===== src/rtl/alsu_pkg.sv =====
// Shared ALSU encodings: opcodes, flag bit positions, NOP pattern and issuer FSM states.
package alsu_pkg;

    localparam logic [2:0] OP_AND    = 3'b000;
    localparam logic [2:0] OP_XOR    = 3'b001;
    localparam logic [2:0] OP_ADD    = 3'b010;
    localparam logic [2:0] OP_MULT   = 3'b011;
    localparam logic [2:0] OP_SHIFT  = 3'b100;
    localparam logic [2:0] OP_ROTATE = 3'b101;

    localparam int unsigned FLAG_W = 7;

    // Flag vector order: {cin, serial_in, red_op_A, red_op_B, bypass_A, bypass_B, direction}
    localparam int unsigned FL_CIN       = 6;
    localparam int unsigned FL_SERIAL_IN = 5;
    localparam int unsigned FL_RED_A     = 4;
    localparam int unsigned FL_RED_B     = 3;
    localparam int unsigned FL_BYPASS_A  = 2;
    localparam int unsigned FL_BYPASS_B  = 1;
    localparam int unsigned FL_DIRECTION = 0;

    localparam logic [2:0]        NOP_OPCODE  = OP_AND;
    localparam logic [2:0]        NOP_OPERAND = 3'b000;
    localparam logic [FLAG_W-1:0] NOP_FLAGS   = 7'b0000100;

    typedef enum logic [1:0] {
        StIdle,
        StIssue,
        StHold
    } issue_state_e;

    function automatic logic is_repeatable(input logic [2:0] opcode);
        return (opcode == OP_SHIFT) || (opcode == OP_ROTATE);
    endfunction

    // Mirrors the ALSU's own invalid-case detection so such commands never reach it.
    function automatic logic is_invalid_cmd(input logic [2:0] opcode,
                                            input logic [FLAG_W-1:0] flags);
        logic bypass;
        logic red;
        logic bad_op;
        logic red_op;
        bypass = flags[FL_BYPASS_A] | flags[FL_BYPASS_B];
        red    = flags[FL_RED_A] | flags[FL_RED_B];
        bad_op = (opcode == 3'b110) || (opcode == 3'b111);
        red_op = (opcode >= OP_ADD) && (opcode <= OP_ROTATE);
        return !bypass && (bad_op || (red_op && red));
    endfunction

endpackage


===== src/rtl/alsu_cmd_fifo.sv =====
// Synchronous FIFO holding packed ALSU commands; DEPTH must be a power of two.
module alsu_cmd_fifo #(
    parameter int unsigned DEPTH = 4,
    parameter int unsigned WIDTH = 16
) (
    input  logic                     clk,
    input  logic                     rst,
    input  logic                     push,
    input  logic [WIDTH-1:0]         wdata,
    input  logic                     pop,
    output logic [WIDTH-1:0]         rdata,
    output logic                     full,
    output logic                     empty,
    output logic [$clog2(DEPTH):0]   count
);

    localparam int unsigned AW = $clog2(DEPTH);
    localparam int unsigned CW = AW + 1;

    logic [WIDTH-1:0] mem [DEPTH];
    logic [AW-1:0]    wr_ptr_q;
    logic [AW-1:0]    rd_ptr_q;
    logic [CW-1:0]    count_q;
    logic             do_push;
    logic             do_pop;

    assign full    = (count_q == CW'(DEPTH));
    assign empty   = (count_q == '0);
    assign do_push = push && !full;
    assign do_pop  = pop && !empty;
    assign rdata   = mem[rd_ptr_q];
    assign count   = count_q;

    // Pointers wrap naturally because DEPTH is a power of two.
    always_ff @(posedge clk or negedge rst) begin
        if (!rst) begin
            wr_ptr_q <= '0;
            rd_ptr_q <= '0;
            count_q  <= '0;
        end else begin
            if (do_push) begin
                wr_ptr_q <= wr_ptr_q + 1'b1;
            end
            if (do_pop) begin
                rd_ptr_q <= rd_ptr_q + 1'b1;
            end
            case ({do_push, do_pop})
                2'b10:   count_q <= count_q + 1'b1;
                2'b01:   count_q <= count_q - 1'b1;
                default: count_q <= count_q;
            endcase
        end
    end

    always_ff @(posedge clk) begin
        if (do_push) begin
            mem[wr_ptr_q] <= wdata;
        end
    end

endmodule


===== src/rtl/alsu_cmd_issuer.sv =====
// Buffers ALSU commands and drives the ALSU's registered input pins, one command per cycle.
// Build option ALSU_CMD_FILTER_EN: discard commands the ALSU would flag invalid (pulses cmd_drop).
module alsu_cmd_issuer
    import alsu_pkg::*;
#(
    parameter int unsigned DEPTH    = 4,
    parameter int unsigned REP_W    = 3,
    parameter int unsigned ALSU_LAT = 2
) (
    input  logic                   clk,
    input  logic                   rst,
    input  logic                   cmd_valid,
    output logic                   cmd_ready,
    input  logic [2:0]             cmd_opcode,
    input  logic [2:0]             cmd_A,
    input  logic [2:0]             cmd_B,
    input  logic [FLAG_W-1:0]      cmd_flags,
    input  logic [REP_W-1:0]       cmd_rep,
    output logic [2:0]             alsu_opcode,
    output logic [2:0]             alsu_A,
    output logic [2:0]             alsu_B,
    output logic [FLAG_W-1:0]      alsu_flags,
    output logic                   issue_valid,
    output logic                   res_valid,
    output logic                   res_last,
    output logic                   cmd_drop,
    output logic [$clog2(DEPTH):0] fifo_count
);

    typedef struct packed {
        logic [2:0]        opcode;
        logic [2:0]        a;
        logic [2:0]        b;
        logic [FLAG_W-1:0] flags;
        logic [REP_W-1:0]  rep;
    } cmd_t;

    localparam int unsigned CMD_W = $bits(cmd_t);

    cmd_t              push_cmd;
    cmd_t              head;
    logic              fifo_full;
    logic              fifo_empty;
    logic              fifo_pop;
    logic              head_drop;

    issue_state_e      state_q, state_d;
    logic [REP_W-1:0]  rep_cnt_q, rep_cnt_d;
    logic [2:0]        opcode_q, opcode_d;
    logic [2:0]        a_q, a_d;
    logic [2:0]        b_q, b_d;
    logic [FLAG_W-1:0] flags_q, flags_d;
    logic              issue_valid_q, issue_valid_d;
    logic              tag_q, tag_d;
    logic              advance;

    logic [ALSU_LAT-1:0] res_valid_pipe_q;
    logic [ALSU_LAT-1:0] res_last_pipe_q;

    assign push_cmd = '{opcode: cmd_opcode, a: cmd_A, b: cmd_B, flags: cmd_flags, rep: cmd_rep};
    assign cmd_ready = !fifo_full;

    alsu_cmd_fifo #(
        .DEPTH (DEPTH),
        .WIDTH (CMD_W)
    ) u_fifo (
        .clk   (clk),
        .rst   (rst),
        .push  (cmd_valid && cmd_ready),
        .wdata (push_cmd),
        .pop   (fifo_pop),
        .rdata (head),
        .full  (fifo_full),
        .empty (fifo_empty),
        .count (fifo_count)
    );

`ifdef ALSU_CMD_FILTER_EN
    logic drop_q;

    assign head_drop = is_invalid_cmd(head.opcode, head.flags);
    assign cmd_drop  = drop_q;

    always_ff @(posedge clk or negedge rst) begin
        if (!rst) begin
            drop_q <= 1'b0;
        end else begin
            drop_q <= fifo_pop && head_drop;
        end
    end
`else
    assign head_drop = 1'b0;
    assign cmd_drop  = 1'b0;
`endif

    // State names what alsu_* currently carry: NOP, a fresh pop, or a repeat of the last pop.
    always_comb begin
        state_d       = state_q;
        rep_cnt_d     = rep_cnt_q;
        opcode_d      = opcode_q;
        a_d           = a_q;
        b_d           = b_q;
        flags_d       = flags_q;
        issue_valid_d = 1'b0;
        tag_d         = 1'b0;
        fifo_pop      = 1'b0;
        advance       = 1'b1;

        unique case (state_q)
            StIdle: begin
                advance = 1'b1;
            end
            StIssue, StHold: begin
                if (rep_cnt_q != '0) begin
                    advance       = 1'b0;
                    state_d       = StHold;
                    rep_cnt_d     = rep_cnt_q - 1'b1;
                    issue_valid_d = 1'b1;
                    tag_d         = (rep_cnt_q == REP_W'(1));
                end
            end
            default: begin
                advance = 1'b1;
            end
        endcase

        if (advance) begin
            if (!fifo_empty && !head_drop) begin
                fifo_pop      = 1'b1;
                state_d       = StIssue;
                opcode_d      = head.opcode;
                a_d           = head.a;
                b_d           = head.b;
                flags_d       = head.flags;
                issue_valid_d = 1'b1;
                if (is_repeatable(head.opcode) && (head.rep != '0)) begin
                    rep_cnt_d = head.rep;
                    tag_d     = 1'b0;
                end else begin
                    rep_cnt_d = '0;
                    tag_d     = 1'b1;
                end
            end else begin
                // Empty FIFO or a discarded head: park the ALSU on NOP.
                fifo_pop  = !fifo_empty;
                state_d   = StIdle;
                rep_cnt_d = '0;
                opcode_d  = NOP_OPCODE;
                a_d       = NOP_OPERAND;
                b_d       = NOP_OPERAND;
                flags_d   = NOP_FLAGS;
            end
        end
    end

    always_ff @(posedge clk or negedge rst) begin
        if (!rst) begin
            state_q       <= StIdle;
            rep_cnt_q     <= '0;
            opcode_q      <= NOP_OPCODE;
            a_q           <= NOP_OPERAND;
            b_q           <= NOP_OPERAND;
            flags_q       <= NOP_FLAGS;
            issue_valid_q <= 1'b0;
            tag_q         <= 1'b0;
        end else begin
            state_q       <= state_d;
            rep_cnt_q     <= rep_cnt_d;
            opcode_q      <= opcode_d;
            a_q           <= a_d;
            b_q           <= b_d;
            flags_q       <= flags_d;
            issue_valid_q <= issue_valid_d;
            tag_q         <= tag_d;
        end
    end

    always_ff @(posedge clk or negedge rst) begin
        if (!rst) begin
            res_valid_pipe_q <= '0;
            res_last_pipe_q  <= '0;
        end else begin
            res_valid_pipe_q[0] <= issue_valid_q;
            res_last_pipe_q[0]  <= tag_q;
            for (int i = 1; i < int'(ALSU_LAT); i++) begin
                res_valid_pipe_q[i] <= res_valid_pipe_q[i-1];
                res_last_pipe_q[i]  <= res_last_pipe_q[i-1];
            end
        end
    end

    assign alsu_opcode = opcode_q;
    assign alsu_A      = a_q;
    assign alsu_B      = b_q;
    assign alsu_flags  = flags_q;
    assign issue_valid = issue_valid_q;
    assign res_valid   = res_valid_pipe_q[ALSU_LAT-1];
    assign res_last    = res_last_pipe_q[ALSU_LAT-1];

endmodule


===== config.mk =====
export PLATFORM = sky130hd
export DESIGN_NAME = alsu_cmd_issuer
export DESIGN_NICKNAME = d
export VERILOG_FILES = /design/src/rtl/alsu_pkg.sv /design/src/rtl/alsu_cmd_fifo.sv /design/src/rtl/alsu_cmd_issuer.sv
export SDC_FILE = /design/constraint.sdc
export NUM_CORES = 1
export LEC_CHECK = 0
export BUFFER_PORTS_ARGS = -buffer_cell sky130_fd_sc_hd__clkbuf_2
export CORE_MARGIN = 5
export CORE_UTILIZATION = 30
export CTS_CLUSTER_DIAMETER = 150
export CTS_CLUSTER_SIZE = 10
export DETAILED_ROUTE_END_ITERATION = 12
export PLACE_DENSITY = 0.56
export SYNTH_ARGS = -nofsm -noshare
export SYNTH_HDL_FRONTEND = slang
export SYNTH_HIERARCHICAL = 1
export SYNTH_SLANG_ARGS = --single-unit

===== constraint.sdc =====
create_clock -name clk -period 5.8 [get_ports clk]
set_input_delay 0.87 -clock clk [delete_from_list [all_inputs] [get_ports clk]]
set_output_delay 0.87 -clock clk [all_outputs]
set_load 0.02 [all_outputs]

==> run summary <==
RUN STATUS
---------------------------------------------------------------------------------
Outcome                                                                 completed

YOSYS
---------------------------------------------------------------------------------
Post-synth design cell area                                              4380 um2
Number of enable flip-flop cells after synthesis                               76
Most used flip-flop cell after synthesis                             sky130_fd_sc_hd__edfxtp_1
Total number of yosys warnings                                                  6
Number of cells produced by synthesis                                         244
Net Count, Synth                                                              275
Fraction of synthesis flops using an asynchronous set or reset pin          30.9%
Post-synthesis sequential area ratio                                        71.6%
Mean cell area of the mapped netlist                                     17.9 um2
Count of state elements after synthesis                                       110
Count of cell types in the netlist                                             36

FINISH
---------------------------------------------------------------------------------
Most frequent cells in the layout                                    sky130_fd_sc_hd__edfxtp_1 (76), sky130_fd_sc_hd__clkbuf_2 (44), sky130_fd_sc_hd__dfrtp_1 (33)
Synth-to-Final Area Change                                                  15.0%
Leading cell type in the layout, fill and taps excluded              sky130_fd_sc_hd__edfxtp_1
NumNets Final                                                                 320
Antenna diodes                                                                  0
Proportion of layout cells with a drive suffix above 1                      33.3%

GRT
---------------------------------------------------------------------------------
Vias in the first global route                                               2260
Global-route wire length before repair                                   12600 um
Maximum number of pins on one net before global-route repair                   35
Number of antenna violations at the first check in global routing               0
All-layer global routing usage                                              10.4%
GRT overflow                                                                    0

STA
---------------------------------------------------------------------------------
Final cycle utilization of the critical path                                50.3%
Maximum clock frequency                                                   343 MHz
Setup repair after global routing missed its margin                            no
Final worst path period need                                              2.92 ns
Setup skew after layout                                                0.00646 ns
Total negative slack                                                         0 ns
Final hold vios                                                                 0
Final Max Tran Viols                                                            0
Post-layout worst setup margin                                            2.88 ns
Slew headroom                                                               27.4%
Slew at the pin closest to its max-slew limit                             1.08 ns
Final setup violating endpoints                                                 0

CLOCKING
---------------------------------------------------------------------------------
Root cell of the clock tree                                          sky130_fd_sc_hd__clkbuf_16
Count of buffers added by post-CTS timing repair for setup                      0
Clock tree from TritonCTS                                                    done
Max Buffers Root-to-Sink                                                        2
CTS Sinks                                                                     110
Total CTS buffers                                                               9
Maximum level of the CTS H-tree                                                 3
Clock-pin transition on the worst setup and hold timing paths             0.07 ns
Clock latency of the later-clocked register in the worst-skew pair        0.35 ns
Post_cts resized                                                                0
Hold_buf cts                                                                    0

CRITICAL PATH
---------------------------------------------------------------------------------
Slowest cell delay on critical path                                       0.48 ns
Data required time at the worst endpoint                                  6.07 ns
Top fanout value on the critical path                                          19
Element type at the critical path start                                  register
Buffers & Inverters on Critical Path                                            3
Crit path capture type                                                   register
Series of cell instances along the critical path                     inv_1 > ha_1 > ha_1 > clkinv_1 > a21oi_2 > o31a_2 > ha_1 > inv_1 > fa_1 > xor2_1 > nor2_1 > xor2_1
Kind of cell adding the most delay to the critical path               adder cells
Path type of the worst setup path                                         reg2reg
Worst endpoint data arrival time                                          3.18 ns
Slowest stage cell, crit path                                        sky130_fd_sc_hd__clkinv_1
Worst path most repeated cell                                        sky130_fd_sc_hd__ha_1

POWER
---------------------------------------------------------------------------------
Internal Power                                                            1.85 mW
Combinational fraction of design power                                      37.7%
Switching component of the power                                          1.04 mW
Pwr Density                                                            575 nW/um2
Part of the power in registers                                              42.9%
Switching share of power                                                    36.0%
Worst voltage drop across the vdd grid                                 0.000191 V
Clock Power Share                                                           19.4%
Leakage                                                                   1.86 nW

FLOORPLAN
---------------------------------------------------------------------------------
Standard-cell row count                                                        44
Core Box Area                                                           14400 um2
Die outline height                                                         131 um
Number of top-level design ports                                               46
Horiz. Die Dim                                                             131 um
Area enclosed by the die boundary                                       17100 um2
Initial cell density of the core                                            30.4%

ROUTE
---------------------------------------------------------------------------------
Post-detailed-route wirelength per cell                                   17.2 um
Drt drc                                                                         0
DR iter-0 viols                                                               107
Total Wirelength                                                          8240 um
Antenna violation net count after detailed routing                              0
Number of vias after detailed routing                                        2198
Via count normalized by instance count                                       4.60
Number of iterations in the first detailed-routing pass                         4

PLACED DESIGN
---------------------------------------------------------------------------------
Gpl congestion                                                              0.703
Setup slack after placement                                               2.92 ns
Half-perimeter wire length after placement                                5280 um
Input/output buffers                                                           44

FLOW RUN
---------------------------------------------------------------------------------
Number of violations of the max-capacitance limit                               0

MIN PATH
---------------------------------------------------------------------------------
Hold/Removal Path Class                                                   reg2reg

## power by group through the flow
stage | clock [mW] | sequential, mW | combinational, mW
5_1_grt | 0.611 | 1.26 | 1.22
4_1_cts | 0.579 | 1.25 | 1.12
6_report | 0.561 | 1.24 | 1.09
2_1_floorplan | 0 | 1.28 | 0.793
3_5_place_dp | 0 | 1.27 | 1.11
3_3_place_gp | 0 | 1.26 | 1.09
## per-layer routing
metal  global-route usage, %  share of wire, %
met2                    18.7                54
met5                       0                 0
met3                    3.74               5.3
met4                    2.90               1.2
met1                    11.5                40
## per-stage QoR
step / cells / util, % / instance area [um2] / power [mW] / hold WS (ns)
floorplan: 244 / - / 4380 / 2.08 / 0.331
global placement: 462 / 33.0 / 4760 / 2.35 / 0.336
detailed placement: 462 / 33.0 / 4760 / 2.38 / 0.340
CTS: 478 / 34.9 / 5030 / 2.95 / 0.355
global route: 478 / 34.9 / 5030 / 3.09 / 0.355
finish: 478 / 34.9 / 5030 / 2.89 / 0.352
## synth_stat cells, drive strengths merged (3+ instances only)
master | n | area, um2
xor2 | 4 | 42.6
buf | 9 | 71.3
mux2i | 3 | 30.0
and2 | 4 | 30.0
nand2b | 14 | 87.6
ha | 8 | 100
xnor2 | 4 | 35.0
dfrtp | 33 | 826
nand2 | 4 | 15.0
nor2 | 3 | 11.3
o21ai | 17 | 115
mux4 | 19 | 428
inv | 11 | 41.3
nand3 | 17 | 85.1
edfxtp | 76 | 2280
## worst reg2reg max path: stages (launching register included)
cell and delay [ns]:
sky130_fd_sc_hd__dfrtp_1 0.38, sky130_fd_sc_hd__inv_1 0.08, sky130_fd_sc_hd__ha_1 0.15, sky130_fd_sc_hd__ha_1 0.19, sky130_fd_sc_hd__clkinv_1 0.48, sky130_fd_sc_hd__a21oi_2 0.32
sky130_fd_sc_hd__o31a_2 0.21, sky130_fd_sc_hd__ha_1 0.18, sky130_fd_sc_hd__inv_1 0.06, sky130_fd_sc_hd__fa_1 0.37, sky130_fd_sc_hd__xor2_1 0.15, sky130_fd_sc_hd__nor2_1 0.11
sky130_fd_sc_hd__xor2_1 0.16
## registers in the layout, indices dropped and copies added, names as in the netlist
| register | cells |
|---|---|
| u_fifo/wr_ptr_q | 2 |
| res_valid_pipe_q | 2 |
| alsu_B | 3 |
| alsu_opcode | 3 |
| issue_valid | 1 |
| alsu_flags | 7 |
| tag_q | 1 |
| u_fifo/rd_ptr_q | 2 |
| u_fifo/count | 3 |
| res_last_pipe_q | 2 |
| alsu_A | 3 |
| u_fifo/mem | 76 |
| rep_cnt_q | 3 |
| state_q | 2 |
## final timing paths
check                           slack, ns          from  depth (start not counted)            endpoint
worst max-delay path                 2.88  rep_cnt_q[0]                         12     u_fifo/count[2]
min in group asynchronous            0.62           rst                          1  u_fifo/wr_ptr_q[0]
worst min-delay path                 0.35         tag_q                          0  res_last_pipe_q[0]
max in group asynchronous            4.65           rst                          1       alsu_flags[3]
worst min register to register       0.35         tag_q                          0  res_last_pipe_q[0]
worst max register to register       2.88  rep_cnt_q[0]                         12     u_fifo/count[2]
## cells by family after synthesis
kind of cell | after synthesis | share of synthesized area, %
multiplexers | 23 | 10.8
adder cells (fa/ha/maj) | 9 | 2.74
AO/OA/AOI/OAI | 23 | 3.77
buffers and inverters | 23 | 2.83
AND/OR/NAND/NOR | 47 | 6.40
XOR/XNOR | 8 | 1.77
other | 1 | 0.0857
flip-flops | 110 | 71.6
## cell type report
class	count	area, um2
clock buffer	13	250
clock inverter	3	18.8
sequential	110	3130
fill	1412	9390
timing repair buffer	45	228
multi-input combinational	111	1130
inverter	12	45.0
tap	184	230
Note: power is estimated with default switching activity, not from simulation.
